<file path="config.mk">
export PLATFORM = sky130hd
export DESIGN_NAME = stack_pshpul_seq
export DESIGN_NICKNAME = d
export VERILOG_FILES = /design/src/rtl/stack_pshpul_seq.sv
export SDC_FILE = /design/constraint.sdc
export NUM_CORES = 1
export LEC_CHECK = 0
export ABC_AREA = 0
export ABC_CLOCK_PERIOD_IN_PS = 2700
export CORE_ASPECT_RATIO = 0.9
export CORE_MARGIN = 3
export CORE_UTILIZATION = 37
export DETAILED_ROUTE_END_ITERATION = 12
export PLACE_DENSITY = 0.78
export SLEW_MARGIN = 40
export SYNTH_ARGS = -nofsm -noshare
export SYNTH_HDL_FRONTEND = slang
export SYNTH_SLANG_ARGS = --single-unit
</file>
<file path="constraint.sdc">
create_clock -name clk_in -period 2.7 [get_ports clk_in]
set_input_delay 0.27 -clock clk_in [delete_from_list [all_inputs] [get_ports clk_in]]
set_output_delay 0.27 -clock clk_in [all_outputs]
set_load 0.03 [all_outputs]
</file>
<file path="src/rtl/stack_pshpul_seq.sv">
// Push/pull sequencer for PSHS/PSHU/PULS/PULU and interrupt-frame stacking.
// Walks a postbyte register mask, moving one byte per accepted bus cycle.
module stack_pshpul_seq (
    input  logic        clk_in,
    input  logic        reset_n,
    input  logic        start,
    input  logic        push,
    input  logic        use_s,
    input  logic [7:0]  postbyte,
    input  logic [15:0] reg_su,
    input  logic [15:0] reg_data,
    input  logic [7:0]  mem_data_in,
    input  logic        mem_ready,
    output logic        busy,
    output logic        done,
    output logic        su_sel,
    output logic [3:0]  reg_read_addr,
    output logic [3:0]  write_reg_addr,
    output logic        write_pull_reg,
    output logic [15:0] data_w,
    output logic        inc_su,
    output logic        dec_su,
    output logic [15:0] mem_addr,
    output logic [7:0]  mem_data_out,
    output logic        mem_we,
    output logic        mem_re
);

    typedef enum logic [1:0] {IDLE, BYTE, WB, DONE} state_t;

    state_t      state, state_nx;
    logic [7:0]  mask, mask_nx;
    logic        hi_byte, hi_nx;
    logic        push_l, push_nx;
    logic        su_l, su_nx;
    logic [7:0]  lat, wb_byte;
    logic        lat_ld, wb_ld;

    logic [2:0]  cur_bit;
    logic [3:0]  cur_code;
    logic        cur_wide;
    logic [7:0]  cur_clr;

    // Push walks PC first (highest bit); pull walks CC first (lowest bit).
    function automatic logic [2:0] top_bit(input logic [7:0] m);
        top_bit = 3'd0;
        for (int i = 0; i < 8; i++)
            if (m[i]) top_bit = 3'(i);
    endfunction

    function automatic logic [2:0] bot_bit(input logic [7:0] m);
        bot_bit = 3'd0;
        for (int i = 7; i >= 0; i--)
            if (m[i]) bot_bit = 3'(i);
    endfunction

    function automatic logic [3:0] reg_code(input logic [2:0] b, input logic s);
        case (b)
            3'd7:    reg_code = 4'd5;
            3'd6:    reg_code = s ? 4'd3 : 4'd4;
            3'd5:    reg_code = 4'd2;
            3'd4:    reg_code = 4'd1;
            3'd3:    reg_code = 4'd11;
            3'd2:    reg_code = 4'd9;
            3'd1:    reg_code = 4'd8;
            default: reg_code = 4'd10;
        endcase
    endfunction

    assign cur_bit  = push_l ? top_bit(mask) : bot_bit(mask);
    assign cur_code = reg_code(cur_bit, su_l);
    assign cur_wide = cur_bit[2];
    assign cur_clr  = mask & ~(8'd1 << cur_bit);
    assign su_sel   = su_l;

    always_ff @(posedge clk_in or negedge reset_n) begin
        if (!reset_n) begin
            state   <= IDLE;
            mask    <= 8'h00;
            hi_byte <= 1'b0;
            push_l  <= 1'b0;
            su_l    <= 1'b0;
        end else begin
            state   <= state_nx;
            mask    <= mask_nx;
            hi_byte <= hi_nx;
            push_l  <= push_nx;
            su_l    <= su_nx;
        end
    end

    // Byte holding registers only feed data_w in WB, so they need no reset.
    always_ff @(posedge clk_in) begin
        if (lat_ld) lat     <= mem_data_in;
        if (wb_ld)  wb_byte <= mem_data_in;
    end

    always_comb begin
        state_nx       = state;
        mask_nx        = mask;
        hi_nx          = hi_byte;
        push_nx        = push_l;
        su_nx          = su_l;
        lat_ld         = 1'b0;
        wb_ld          = 1'b0;
        busy           = (state != IDLE);
        done           = 1'b0;
        reg_read_addr  = 4'd0;
        write_reg_addr = 4'd0;
        write_pull_reg = 1'b0;
        data_w         = 16'h0000;
        inc_su         = 1'b0;
        dec_su         = 1'b0;
        mem_addr       = 16'h0000;
        mem_data_out   = 8'h00;
        mem_we         = 1'b0;
        mem_re         = 1'b0;

        case (state)
            IDLE: begin
                if (start) begin
                    mask_nx  = postbyte;
                    push_nx  = push;
                    su_nx    = use_s;
                    hi_nx    = 1'b0;
                    state_nx = (postbyte == 8'h00) ? DONE : BYTE;
                end
            end
            BYTE: begin
                if (push_l) begin
                    reg_read_addr = cur_code;
                    mem_we        = 1'b1;
                    mem_addr      = reg_su - 16'd1;
                    mem_data_out  = hi_byte ? reg_data[15:8] : reg_data[7:0];
                    if (mem_ready) begin
                        dec_su = 1'b1;
                        if (cur_wide && !hi_byte) begin
                            hi_nx = 1'b1;
                        end else begin
                            hi_nx   = 1'b0;
                            mask_nx = cur_clr;
                            if (cur_clr == 8'h00) state_nx = DONE;
                        end
                    end
                end else begin
                    mem_re   = 1'b1;
                    mem_addr = reg_su;
                    if (mem_ready) begin
                        inc_su = 1'b1;
                        if (cur_wide && !hi_byte) begin
                            hi_nx  = 1'b1;
                            lat_ld = 1'b1;
                        end else begin
                            hi_nx    = 1'b0;
                            wb_ld    = 1'b1;
                            state_nx = WB;
                        end
                    end
                end
            end
            WB: begin
                write_pull_reg = 1'b1;
                write_reg_addr = cur_code;
                data_w         = cur_wide ? {lat, wb_byte} : {8'h00, wb_byte};
                mask_nx        = cur_clr;
                state_nx       = (cur_clr != 8'h00) ? BYTE : DONE;
            end
            DONE: begin
                done     = 1'b1;
                state_nx = IDLE;
            end
            default: state_nx = IDLE;
        endcase
    end

endmodule

</file>
==> qor.yml <==
layout:
  areaGrowthSynthToFinish_pct: 71.00
  fillers: 425
  final_core_util_pct: 68.32
  final_cell_area_sq_um: 3740
  drive_gt1_share_pct: 21.52
  seqCellArea_sq_um: 809.5
  multi_input_area_sq_um: 1359
  n_antenna_cell: 0
  fin_cells: 462
  fin_nets: 454
die:
  dieArea_sq_um: 6871
  fp-row-count: 25
  start_util_pct: 39.95
  num_io_pins: 110
  core-area_sq_um: 5474
  die_y_um: 78.94
  fp.dieW_um: 87.04
power_and_ir_drop:
  p_comb_share_pct: 71.5
  pwr-share-seq_pct: 16.5
  p_clk_share_pct: 11.9
  power_density_nw_per_um2: 1222
  power.internal_mw: 2.417
  p_sw_mw: 2.153
  swShare_pct: 47.11
  vdd_ir_drop_max_mv: 0.9040
  p_leak_nw: 1.639
  p_total_mw: 4.569
timing:
  setup_slack_ps: 64.96
  tightest_slew_ps: 633.4
  max_freq_mhz: 379.5
  fin_crit_sh_pct: 97.59
  max_slew_margin_pct: 57.64
  setup_violations: 0
  whs_ps: 374.5
  min_period_ps: 2635
  rsz0062_at_grt: "yes"
  final-hold-violation-count: 0
  finClkSkew_ps: 5.836
  fin_tns_setup_ps: 0
  slew_viol_final: 0
global_route:
  antenna_found_initial: 0
  grt_max_degree: 22
  grt_pass1_wl_um: 11610
  grt_pass1_vias: 2404
  grt-ovfl-total: 0
  grt_use_total_pct: 21.50
critical_path:
  worst-endpoint-arrival_ps: 2850
  slowest_stage: "or4_4"
  critical_path.cell_chain: "buf_4, a21oi_1, a21boi_1, buf_4, o41a_1, o32a_1, or4_4, o311a_1, mux2i_1"
  slowest_delay_ps: 530
  worst_setup_path_start_kind: "flip-flop"
  crit_top_cell: "buf_4"
  crit_buf_inv: 2
  endpoint_kind: "flip-flop"
  path_class: "reg -> reg"
  cp_max_fo: 6
  crit_required_ps: 2910
  crit_family: "compound AO/OA/AOI/OAI gates"
synth:
  yosysWarnings: 0
  synth-seq-cells: 29
  syn_nets: 312
  avgSynthCellArea_sq_um: 8.679
  synth_edf_count: 16
  synth.area.top_cells: "edfxtp_1 22%, dfrtp_1 15%, and2_1 5.7%, nor2_1 5.0%, mux2i_1 4.1%"
  synth-xor-area-share_pct: 4.405
  synth_common_cells: "29 x nor2_1, 22 x nand2_1, 20 x and2_1"
  synth_cells: 252
  syn_area_sq_um: 2187
  synth_top_family_by_area: "simple AND/OR/NAND/NOR gates"
  yosysTopAreaCellShare_pct: 21.97
  synthMuxAreaShare_pct: 5.149
  synth_compound_area_share_pct: 18.65
  synth_flop_cell: "edfxtp_1"
  ys_types: 51
  synth_most_common_cell: "nor2_1"
  synth-simple-area-share_pct: 27.23
  synth_adder_area_share_pct: 3.947
  synth_top_area_cell: "edfxtp_1"
  synth.yosys.seq_area_share_pct: 36.84
  async_flop_share_pct: 44.83
cts:
  worstSkewPairLatency_ps: 290
  numCtsBuffers: 5
  cts_tree: "built"
  clkSlewWorstSetupHoldPaths_ps: 70
  cts.sinks: 29
  cts-root-buf: "clkbuf_8"
  clk_path_buf_depth: 2
  htreeDepth: 2
  postCtsHoldBufs: 0
flow_run:
  cap_violations: 0
drt:
  drt-wirelength-per-cell_um: 15.74
  firstDrtPassIters: 4
  drt-initial-drc-count: 109
  wirelength_um: 7274
  vias: 2445
  viasPerCell: 5.292
  drc_errors: 0
  ant_nets: 0
hold_path:
  hold_path_class: "in -> async"
run_status:
  status: "completed"
placement:
  gp_congestion: 0.9634
  post_dp_cell_area_sq_um: 3556
  port_buffers: 109
  post-dp-hpwl_um: 5782
  dp_cells: 453
  dp_worst_setup_slack_ps: -71.08
==> cells by family after synthesis <==
logic type                 count (synthesis)
and+or+nand+nor                          116
muxes                                     11
adders and majority gates                  7
DFF                                       29
xor gates and xnor gates                  11
buffers and inverters                     20
AOI/OAI and AO/OA                         58
==> flip-flops by register name, summed over array words and instances, names as in the netlist <==
register,flops
hi_byte,1
lat,8
mask,8
push_l,1
state,2
su_sel,1
wb_byte,8
==> cells in the final DEF, fill, tap and decap left out, drive strengths merged, types with 3 or more instances in the layout <==
cell           Yosys  final
a21boi             5      5
and3               9      9
o21ai             20     20
dfrtp             13     13
mux2i              9      9
clkdlybuf4s50      0     82
xor2               8      8
ha                 6      6
and2              20     20
edfxtp            16     16
a21oi              7      7
buf                2     48
inv               11     11
dlygate4sd2        0     10
xnor2              3      3
a22o               6      6
or4                4      4
nor3               8      8
a21o               3      3
nor4               8      8
nor2b              4      4
clkbuf             7      8
nor2              29     29
or3                4      4
nand2             22     22
nand3              3      3
==> worst register-to-register path, cell delays in order (launching register included) <==
cell,delay (ps)
dfrtp_2,440
buf_4,160
a21oi_1,160
a21boi_1,170
buf_4,180
o41a_1,350
o32a_1,180
or4_4,530
o311a_1,300
mux2i_1,120
==> layout make-up <==
type / instances / area share, %
clock buffers: 5 / 1.840
repair buffers: 144 / 35.10
multi-input cells: 203 / 36.33
clock inverters: 3 / 1.740
flip-flops and latches: 29 / 21.65
inverters: 11 / 1.104
well taps: 67 / 2.242
==> metal layers <==
metal  up-vias  part of all wire [%]  GRT usage [%]  wire [um]
met3        18                   6.6          6.017        481
li1       1190                     -              -          -
met4         0                   2.9          7.788        209
met1      1148                    39          25.11       2846
met5         -                     0              0          0
met2        89                    51          37.25       3737
==> power by group through the flow <==
stage / registers (mW) / clock network, mW / logic (mW)
2_1_floorplan: 0.736 / 0 / 1.86
3_5_place_dp: 0.756 / 0 / 3.16
6_report: 0.756 / 0.546 / 3.27
4_1_cts: 0.748 / 0.557 / 3.16
5_1_grt: 0.780 / 0.583 / 3.50
3_3_place_gp: 0.750 / 0 / 3.13
==> what timing repair did <==
item	CTS	global route
resized for setup	16	26
pin swaps	0	3
cloned	0	0
setup buffers	0	1
setup endpoints to repair	17	19
endpoints found under the hold margin	0	0
==> final timing paths <==
kind	start	endpoint	slack (ps)	depth (start not counted)
worst min register to register	state[0]$_DFFE_PN0P_	state[0]$_DFFE_PN0P_	630	1
min in group clk_in	mem_data_in[7]	lat[7]$_DFFE_PP_	560	1
worst max register to register	mask[5]$_DFFE_PN0P_	state[1]$_DFFE_PN0P_	60	9
max in group asynchronous	reset_n	mask[5]$_DFFE_PN0P_	1870	1
worst min-delay path	reset_n	mask[1]$_DFFE_PN0P_	370	1
worst max-delay path	mask[5]$_DFFE_PN0P_	state[1]$_DFFE_PN0P_	60	9
No activity file was read; power rests on OpenSTA's default activity.
